$ cat config.mk
export PLATFORM = sky130hd
export DESIGN_NAME = cart_mem_arbiter
export DESIGN_NICKNAME = d
export VERILOG_FILES = /design/src/rtl/cart_arb_pkg.sv /design/src/rtl/rd_tag_pipe.sv /design/src/rtl/cart_mem_arbiter.sv
export SDC_FILE = /design/constraint.sdc
export NUM_CORES = 1
export LEC_CHECK = 0
export CAP_MARGIN = 20
export CORE_MARGIN = 10
export CORE_UTILIZATION = 27
export DETAILED_ROUTE_END_ITERATION = 12
export GPL_TIMING_DRIVEN = 0
export PLACE_DENSITY = 0.88
export SYNTH_ARGS = -nofsm -noshare
export SYNTH_HDL_FRONTEND = slang
export SYNTH_SLANG_ARGS = --single-unit
$ cat constraint.sdc
create_clock -name clock -period 1.75 [get_ports clock]
set_clock_uncertainty 0.2 [all_clocks]
set_input_delay 0.175 -clock clock [delete_from_list [all_inputs] [get_ports clock]]
set_output_delay 0.175 -clock clock [all_outputs]
set_load 0.01 [all_outputs]
$ cat src/rtl/cart_arb_pkg.sv
// Shared types for the cartridge memory arbiter.
// Requester ids, arbiter states and default read latency.
package cart_arb_pkg;

  typedef enum logic {
    REQ_CPU = 1'b0,
    REQ_PPU = 1'b1
  } req_id_e;

  typedef enum logic {
    ARB_BLOCKED = 1'b0,
    ARB_ACTIVE  = 1'b1
  } arb_state_e;

  localparam int RD_LAT_DEFAULT = 2;

endpackage

$ cat src/rtl/rd_tag_pipe.sv
// Fixed-latency {valid, id} shift register.
// Tracks which requester owns each in-flight read.
module rd_tag_pipe
  import cart_arb_pkg::*;
#(
  parameter int RD_LAT = RD_LAT_DEFAULT
) (
  input  logic clock,
  input  logic reset,
  input  logic flush,
  input  logic in_valid,
  input  logic in_id,
  output logic out_valid,
  output logic out_id
);

  logic [RD_LAT-1:0] valid_q;
  logic [RD_LAT-1:0] valid_d;
  logic [RD_LAT-1:0] id_q;
  logic [RD_LAT-1:0] id_d;

  // shift one stage per cycle; flush kills every valid bit
  always_comb begin
    valid_d    = '0;
    id_d       = '0;
    valid_d[0] = in_valid;
    id_d[0]    = in_id;
    for (int i = 1; i < RD_LAT; i++) begin
      valid_d[i] = valid_q[i-1];
      id_d[i]    = id_q[i-1];
    end
    if (flush) begin
      valid_d = '0;
    end
  end

  // stage registers
  always_ff @(posedge clock or posedge reset) begin
    if (reset) begin
      valid_q <= '0;
      id_q    <= '0;
    end else begin
      valid_q <= valid_d;
      id_q    <= id_d;
    end
  end

  assign out_valid = valid_q[RD_LAT-1];
  assign out_id    = id_q[RD_LAT-1];

endmodule

$ cat src/rtl/cart_mem_arbiter.sv
// Round-robin CPU/PPU arbiter for the cartridge memory port.
// Read data is steered back by a fixed-latency tag pipe.
module cart_mem_arbiter
  import cart_arb_pkg::*;
#(
  parameter int RD_LAT = RD_LAT_DEFAULT,
  parameter int ADDR_W = 21
) (
  input  logic              clock,
  input  logic              reset,
  input  logic              cpu_req,
  input  logic              cpu_ram,
  input  logic              cpu_we,
  input  logic [ADDR_W-1:0] cpu_addr,
  input  logic [7:0]        cpu_wdata,
  output logic              cpu_gnt,
  output logic              cpu_rvalid,
  output logic [7:0]        cpu_rdata,
  input  logic              ppu_req,
  input  logic              ppu_we,
  input  logic [ADDR_W-1:0] ppu_addr,
  input  logic [7:0]        ppu_wdata,
  output logic              ppu_gnt,
  output logic              ppu_rvalid,
  output logic [7:0]        ppu_rdata,
  input  logic              cart_ready,
  output logic [ADDR_W-1:0] mem_address,
  output logic              mem_prg_sel,
  output logic              mem_chr_sel,
  output logic              mem_ram_sel,
  output logic              mem_rden,
  output logic              mem_wren,
  output logic [7:0]        mem_write_data,
  input  logic [7:0]        mem_read_data
);

  arb_state_e state_q;
  arb_state_e state_d;
  req_id_e    last_q;
  req_id_e    last_d;

  logic arb_en;
  logic flush;
  logic tag_in_valid;
  logic tag_in_id;
  logic tag_valid;
  logic tag_id;
  logic ret_ok;

  // state follows cart_ready every cycle; grants are allowed in the
  // same cycle cart_ready rises, so arbitration keys off state_d
  always_comb begin
    state_d = cart_ready ? ARB_ACTIVE : ARB_BLOCKED;
    arb_en  = (state_d == ARB_ACTIVE) && !reset;
    flush   = (state_d == ARB_BLOCKED);
  end

  // round-robin grant, issue mux and tag generation
  always_comb begin
    cpu_gnt        = 1'b0;
    ppu_gnt        = 1'b0;
    last_d         = last_q;
    mem_address    = '0;
    mem_prg_sel    = 1'b0;
    mem_chr_sel    = 1'b0;
    mem_ram_sel    = 1'b0;
    mem_rden       = 1'b0;
    mem_wren       = 1'b0;
    mem_write_data = '0;
    tag_in_valid   = 1'b0;
    tag_in_id      = 1'b0;
    if (arb_en) begin
      if (cpu_req && ppu_req) begin
        if (last_q == REQ_CPU) ppu_gnt = 1'b1;
        else                   cpu_gnt = 1'b1;
      end else if (cpu_req) begin
        cpu_gnt = 1'b1;
      end else if (ppu_req) begin
        ppu_gnt = 1'b1;
      end
    end
    unique case (1'b1)
      cpu_gnt: begin
        last_d         = REQ_CPU;
        mem_address    = cpu_addr;
        mem_write_data = cpu_wdata;
        mem_prg_sel    = !cpu_ram;
        mem_ram_sel    = cpu_ram;
        mem_rden       = !cpu_we;
        mem_wren       = cpu_we;
        tag_in_valid   = !cpu_we;
        tag_in_id      = REQ_CPU;
      end
      ppu_gnt: begin
        last_d         = REQ_PPU;
        mem_address    = ppu_addr;
        mem_write_data = ppu_wdata;
        mem_chr_sel    = 1'b1;
        mem_rden       = !ppu_we;
        mem_wren       = ppu_we;
        tag_in_valid   = !ppu_we;
        tag_in_id      = REQ_PPU;
      end
      default: ;
    endcase
  end

  // state and round-robin history
  always_ff @(posedge clock or posedge reset) begin
    if (reset) begin
      state_q <= ARB_BLOCKED;
      last_q  <= REQ_CPU;
    end else begin
      state_q <= state_d;
      last_q  <= last_d;
    end
  end

  rd_tag_pipe #(
    .RD_LAT(RD_LAT)
  ) u_tag_pipe (
    .clock    (clock),
    .reset    (reset),
    .flush    (flush),
    .in_valid (tag_in_valid),
    .in_id    (tag_in_id),
    .out_valid(tag_valid),
    .out_id   (tag_id)
  );

  // a cart_ready drop kills the tag reaching the end this very cycle
  always_comb begin
    ret_ok     = tag_valid && cart_ready && !reset &&
                 (state_q == ARB_ACTIVE);
    cpu_rvalid = ret_ok && (tag_id == REQ_CPU);
    ppu_rvalid = ret_ok && (tag_id == REQ_PPU);
    cpu_rdata  = ret_ok ? mem_read_data : 8'h00;
    ppu_rdata  = ret_ok ? mem_read_data : 8'h00;
  end

endmodule

# Yosys cells after proc, flatten, opt, wreduce, memory -nomap -nowiden
# Index checks and enable logic that the tools add are counted.
[totals]
rom_bits = 0
elab_cells = 37
inputBits = 74
latchBits = 0
register_bits = 6
out_inout_bits = 54
n_memories = 0
ramBits = 0
[op_classes]
n_shift = 0
n_mux = 20
order_cmp = 0
div_mod_pow = 0
bitwise = 1
n_eq_ne = 0
n_mul = 0
addsub = 0
n_reduce_logical = 12
[op_table]
columns = ["operator", "n"]
rows = [
  ["$pmux 21 s2", 1],
  ["$pmux 8 s2", 1],
  ["$mux 1", 13],
  ["$mux 8", 1],
  ["$logic_and 1x1->1", 7],
  ["$pmux 1 s2", 3],
  ["$logic_not 1->1", 4],
  ["$mux 2", 1],
  ["$reduce_bool 2->1", 1],
  ["$not 1->1", 1],
]

# Longest topological paths before layout
# Gate-level depths: netlist of the first run.
[depth]
ltp_word = 6
depth_mapped = 4
depth_no_buf = 2

# Modules after synthesis
# A second synthesis of the first run with hierarchy kept.
[unflattened]
hier_cells = 122
area_unflattened_um2 = 1059.8
[modules_own_cells]
columns = ["module", "n_inst", "seq_area_each_um2", "cells_per_inst", "area_per_inst_um2"]
rows = [
  ["cart_mem_arbiter", 1, 50.0, 115, 943.4],
  ["rd_tag_pipe", 1, 100.1, 7, 116.4],
]

# Least setup slack after synthesis of the first run
# No wires, ideal clock.
[synth_path]
path_kind = "register to output"
start = "reg last_q"
end = "out mem_address[0]"
path_buffers = 2
t_arrival_ps = 1113
required_ps = 1375
path_slack_ps = 262
stages_incl_launch_ff = 5
cell_sequence = "dfrtp_1 > nand2b_1 > buf_2 > buf_6 > a32o_1"
[synth_via]
elab_chain_cells = 4
elab_cells_between_ends = 7
[synth_lines]
columns = ["item", "line_no", "source"]
rows = [
  ["start, declared", "cart_mem_arbiter.sv:39", "req_id_e last_q;"],
  ["start signal, assigned", "cart_mem_arbiter.sv:115", "last_q <= last_d;"],
  ["$mux 1", "cart_mem_arbiter.sv:74", "if (last_q == REQ_CPU) ppu_gnt = 1'b1;"],
  ["$mux 1", "cart_mem_arbiter.sv:73", "if (cpu_req && ppu_req) begin"],
  ["$mux 1", "cart_mem_arbiter.sv:72", "if (arb_en) begin"],
  ["$pmux 21 s2 (*)", "cart_mem_arbiter.sv:82", "unique case (1'b1)"],
  ["end, declared", "cart_mem_arbiter.sv:27", "output logic [ADDR_W-1:0] mem_address,"],
]
# Mark *: on every way between the ends. The rest lies on a longest branch, timed or not.

# Worst setup path after layout of the first run
[layout_path]
start = "reg last_q"
end = "out mem_address[3]"
# Same word-level chain as after synthesis.

==> impl_metrics.yaml, run 1 <==
run_status:
  status: "finished with violations"
  violations: "setup timing"
cts:
  clkLatencyLatePin_ns: 0.22
  path_clk_slew_ns: 0.03
  cts_buffer_depth: 2
  cts_tree: "done"
  h-tree-depth: 1
  root_buffer: "clkbuf_8"
  cts_num_sinks: 6
  numCtsBuffers: 3
worst_setup_path:
  path_class: "reg -> out"
  reg2reg_depth: 3
  cp-end-kind: "output port"
  start_kind: "register"
  path_max_fanout: 7
  worst-endpoint-arrival_ns: 1.44
  timing.rr.start: "last_q$_DFFE_PP0P_"
  r2r_end: "u_tag_pipe.valid_q[0]$_DFF_PP0_"
  worstPathRequired_ns: 1.37
  r2r_slack_ns: 0.36
routing:
  route.detailed.drc: 0
  detail-route-antenna-nets: 0
  drtIter0Drc: 59
  dr_total_vias: 1550
  viasPerCell: 5.05
  avgRoutedWirePerCell_um: 18.6
  drt_wl_total_mm: 5.72
  dr.pass1.iters: 4
timing:
  worst_slack_ns: -0.0601
  setup_viol: 30
  rsz0062_at_grt: "yes"
  period_share_pct: 103
  tightest_slew_ns: 0.330
  hold_viol: 0
  slew_headroom_pct: 78.0
  fin_crit_ns: 1.81
  whs_ns: 0.127
  fmax_ghz: 0.552
  slew_viol_final: 0
cells_and_area:
  antennaDiodeCount: 0
  nets: 335
  utilization_pct: 67.7
  drive_above_1_share_pct: 42.5
  layout_commonest_cell: "clkdlybuf4s50_1"
  layout_common_cells: "69 x clkdlybuf4s50_1, 37 x buf_2, 29 x a32o_1"
  area_growth_pct: 136
synthesis:
  syn-num-nets: 194
  synthCells: 120
  synth_area_per_cell_um2: 8.96
  synth.distinct_cells: 19
  ys_ff_latch: 6
  synth_top_area_share_pct: 29.8
  ys_warn_count: 0
  synth_seq_area_share_pct: 14.0
  synth_area_leaders: "a32o_1 30%, a21boi_0 21%, dfrtp_1 14%"
  synth_area_leader_cell: "a32o_1"
  syn_area_um2: 1070
floorplan:
  num_io_pins: 128
  fp.dieW_um: 83.1
  die_h_um: 83.1
  std_cell_rows: 22
  start_util_pct: 28.7
  coreArea_um2: 3740
  dieArea_um2: 6900
place:
  port-buffer-count: 127
  hpwlAfterDp_mm: 4.43
  gp_congestion: 0.722
grt:
  grt_antenna_before_repair: 0
  grt_pass1_vias: 1688
  grt_max_degree: 11
  overflow: 0
  grt_pass1_wl_mm: 9.03
  groute.usage.overall_pct: 15.2
pwr:
  power.density_nw_per_um2: 386
  ir_worst_vdd_v: 0.000196
  leakage_uw: 0.00123
worst_hold_path:
  min_to: "state_q$_DFF_PP0_"
  min-delay-start: "cart_ready"
  hold_path.class: "in -> reg"
  worstHoldPathCells: 1
flow_run:
  max_cap_violations: 0
Yosys cell counts:
cell and count:
buf_6 9, and3_1 1, and4b_2 1, mux2i_1 1, and2_1 11, clkbuf_1 7
inv_1 2, dfrtp_1 6, a21oi_1 2, a32o_1 32, nand3b_1 1, clkbuf_8 1
buf_2 1, buf_4 9, nand2b_1 1, a21boi_0 30, and3b_1 3, clkbuf_2 1
nor2b_1 1
worst max-delay path: stages (launching register included):
cell and delay (ns):
dfrtp_1 0.39, nand2b_4 0.17, buf_12 0.15, buf_16 0.13, a32o_1 0.24, buf_2 0.14
power by group:
group | internal (uW) | switching [uW]
combinational | 388 | 239
sequential | 148 | 5.13
clock | 147 | 52.5
how the worst max path moves through the flow:
stage / depth (start not counted) / slack [ns] / to / start
after global placement: 6 / -0.66 / ppu_rdata[0] / cart_ready
after CTS: 6 / -0.07 / mem_write_data[5] / last_q$_DFFE_PP0P_
after detailed placement: 6 / -0.68 / ppu_rdata[0] / cart_ready
final: 5 / -0.06 / mem_address[3] / last_q$_DFFE_PP0P_
after floorplan: 4 / 0.26 / mem_address[0] / last_q$_DFFE_PP0P_
after global routing: 6 / -0.12 / mem_address[5] / last_q$_DFFE_PP0P_
cell type report:
class	count	area, um^2
Buffer	26	255
Clock buffer	3	41.3
Fill cell	321	1210
Inverter	2	7.51
Multi-Input combinational cell	85	802
Sequential cell	6	150
Tap cell	48	60.1
Timing Repair Buffer	137	1220
registers in the layout, summed over array words and instances, names as in the netlist:
register and flops:
state_q 1, u_tag_pipe.valid_q 2, u_tag_pipe.id_q 2, last_q 1
logic make-up after synthesis:
group           after synthesis  share of synthesized area [%]
mux                           1                          0.931
flops                         6                           14.0
simple gates                 19                           12.3
compound gates               64                           51.7
buf+inv                      30                           21.1
metrics by stage:
step                std cells  setup TNS, ns  total power (uW)  setup slack (ns)  cell area [um^2]
finish                    307         -0.974               980           -0.0601              2540
CTS                       306          -1.00               923           -0.0722              2450
floorplan                 120              0               361             0.262              1070
global route              307          -2.80              1040            -0.119              2540
detailed placement        295         -30.78               650            -0.681              2410
global placement          295         -30.99               646            -0.661              2410
what timing repair did:
item                                    in CTS  in global routing
gates cloned                                 5                  1
endpoints found under the hold margin        6                  0
hold buffers                                 1                  0
resized for setup                          221                 51
endpoints found under the setup margin      54                 44
buffers inserted                             4                  0
pin swaps                                   17                 20
layer usage:
| metal | GRT usage (%) | vias up | share of wire, % |
|---|---|---|---|
| met5 | 0 | - | 0 |
| met4 | 2.77 | 0 | 0.47 |
| met3 | 5.96 | 2 | 8.4 |
| met2 | 26.9 | 70 | 50 |
| met1 | 16.6 | 723 | 41 |
| li1 | - | 755 | - |
No activity file was read; power rests on OpenSTA's default activity.
==> run 2: changes to the inputs <==
--- a/config.mk
+++ b/config.mk
@@ -5,7 +5,7 @@
 export SDC_FILE = /design/constraint.sdc
 export NUM_CORES = 1
 export LEC_CHECK = 0
-export CAP_MARGIN = 20
+export CAP_MARGIN = 15
 export CORE_MARGIN = 10
 export CORE_UTILIZATION = 27
 export DETAILED_ROUTE_END_ITERATION = 12
==> results of run 2 <==
The final DEF is identical to that of run 1; final timing and power are the same.
==> run 3: changes to the inputs <==
==> constraint.sdc (replaced) <==
create_clock -name clock -period 1.75 [get_ports clock]
set_clock_uncertainty 0.2 [all_clocks]
set_input_delay 0.175 -clock clock [delete_from_list [all_inputs] [get_ports clock]]
set_output_delay 0.175 -clock clock [all_outputs]
set_load 0.02 [all_outputs]
==> impl_metrics.yaml, run 3 (synthesized netlist as in run 1, its figures left out) <==
timing:
  period_share_pct: 105
  slew_viol_final: 0
  rsz0062_at_grt: "yes"
  setup_viol: 30
  hold_viol: 0
  tightest_slew_ns: 0.224
  slew_headroom_pct: 85.1
  fin_crit_ns: 1.83
  fmax_ghz: 0.547
  worst_slack_ns: -0.0789
routing:
  drtIter0Drc: 34
  route.detailed.drc: 0
  avgRoutedWirePerCell_um: 18.8
  dr.pass1.iters: 4
  drt_wl_total_mm: 5.72
  dr_total_vias: 1568
  detail-route-antenna-nets: 0
  viasPerCell: 5.16
grt:
  busiest_layer: "met2"
  met3_usage_pct: 6.93
  grtUsageMet1_pct: 15.8
  grt_pass1_wl_mm: 8.96
  groute.usage.overall_pct: 15.1
  grt_antenna_before_repair: 0
  use_met2_pct: 26.5
  grt_max_degree: 11
  overflow: 0
  grt_pass1_vias: 1681
cells_and_area:
  antennaDiodeCount: 0
  layout_commonest_cell: "clkdlybuf4s50_1"
  area_growth_pct: 141
  layout_common_cells: "69 x clkdlybuf4s50_1, 45 x buf_6, 19 x a32o_1"
  reg_top3: "u_tag_pipe.id_q (2), u_tag_pipe.valid_q (2)"
  nets: 332
  drive_above_1_share_pct: 41.4
  utilization_pct: 69.2
worst_hold_path:
  hold_path.class: "in -> reg"
worst_setup_path:
  crit_path_frequent_cell: "buf_8"
  start_kind: "register"
  slowest_delay_ns: 0.42
  worstPathRequired_ns: 1.37
  worst_path_max_delay_cell: "dfrtp_2"
  path_class: "reg -> out"
  path_cells: "nand2b_4, buf_8, buf_8, a32o_2, buf_6"
  path_max_fanout: 10
  worst-endpoint-arrival_ns: 1.45
  critPathBufInv: 3
  cpLargestDelayFamily: "flip-flops"
  cp-end-kind: "output port"
floorplan:
  num_io_pins: 128
  fp.dieW_um: 83.1
  start_util_pct: 28.7
  coreArea_um2: 3740
  die_h_um: 83.1
  std_cell_rows: 22
  dieArea_um2: 6900
flow_run:
  max_cap_violations: 0
place:
  gp_congestion: 0.722
  hpwlAfterDp_mm: 4.43
  port-buffer-count: 127
run_status:
  status: "finished with violations"
  violations: "setup timing"
cts:
  cts_buffer_depth: 2
  numCtsBuffers: 3
  clkLatencyLatePin_ns: 0.22
  cts_num_sinks: 6
  h-tree-depth: 1
  cts_tree: "done"
  path_clk_slew_ns: 0.03
  root_buffer: "clkbuf_8"
pwr:
  leakage_uw: 0.00123
  power_uw: 994
  ir_worst_vdd_v: 0.000201
  power.density_nw_per_um2: 384
==> run 3: changes by cell type in the layout (fill, tap and decap cells not counted), sizes merged <==
cell | before | now
buf | 72 | 69
dlygate4sd2 | 12 | 4
clkdlybuf4s15 | 2 | 5
clkbuf | 9 | 14
==> run 3: power breakdown <==
| group | internal [uW] | switching [uW] | total (uW) |
|---|---|---|---|
| clock network | 147 | 52.8 | 200 |
| logic | 383 | 256 | 639 |
| registers | 149 | 6.36 | 155 |
==> run 3: cell type report <==
| class | instances | area (um^2) |
|---|---|---|
| buffer | 25 | 238 |
| sequential | 6 | 151 |
| clock buffer | 3 | 41.3 |
| multi-input combinational | 85 | 757 |
| timing repair buffer | 135 | 1330 |
| fill | 303 | 1150 |
| inverter | 2 | 7.51 |
| tap | 48 | 60.1 |
==> run 3: routing by layer <==
metal | routed length, um | part of all wire, %
met3 | 647 | 11
met4 | 48 | 0.84
met2 | 2890 | 50
met5 | 0 | 0
met1 | 2140 | 37
==> run 3: metrics by stage <==
step           cells  instance area, um^2  hold WS (ns)  setup TNS, ns  setup WS (ns)
4_1_cts          304                 2540         0.122         -0.849        -0.0616
2_1_floorplan    120                 1070        -0.234              0          0.113
3_3_place_gp     295                 2410         0.135         -34.52         -0.729
6_report         304                 2590         0.119          -1.55        -0.0789
3_5_place_dp     295                 2410         0.135         -34.32         -0.749
5_1_grt          304                 2590         0.128          -3.06         -0.121
==> run 3: worst paths after layout <==
| path | from | endpoint | slack (ns) | cells past startpoint |
|---|---|---|---|---|
| max reg2reg | last_q$_DFFE_PP0P_ | u_tag_pipe.valid_q[0]$_DFF_PP0_ | 0.35 | 3 |
| min in group asynchronous | reset | u_tag_pipe.id_q[0]$_DFF_PP0_ | 0.43 | 3 |
| max in group asynchronous | reset | last_q$_DFFE_PP0P_ | 0.71 | 3 |
| max | last_q$_DFFE_PP0P_ | mem_write_data[6] | -0.08 | 5 |
| min reg2reg | u_tag_pipe.id_q[0]$_DFF_PP0_ | u_tag_pipe.id_q[1]$_DFF_PP0_ | 0.15 | 0 |
| min | cart_ready | state_q$_DFF_PP0_ | 0.12 | 1 |
==> run 3: timing repair <==
item                                    4_1_cts  5_1_grt
resized for setup                           280       52
hold buffers                                  1        0
endpoints found under the hold margin         6        0
setup buffers                                 3        1
pin swaps                                    30        6
endpoints found under the setup margin       54       46
cloned                                        4        0
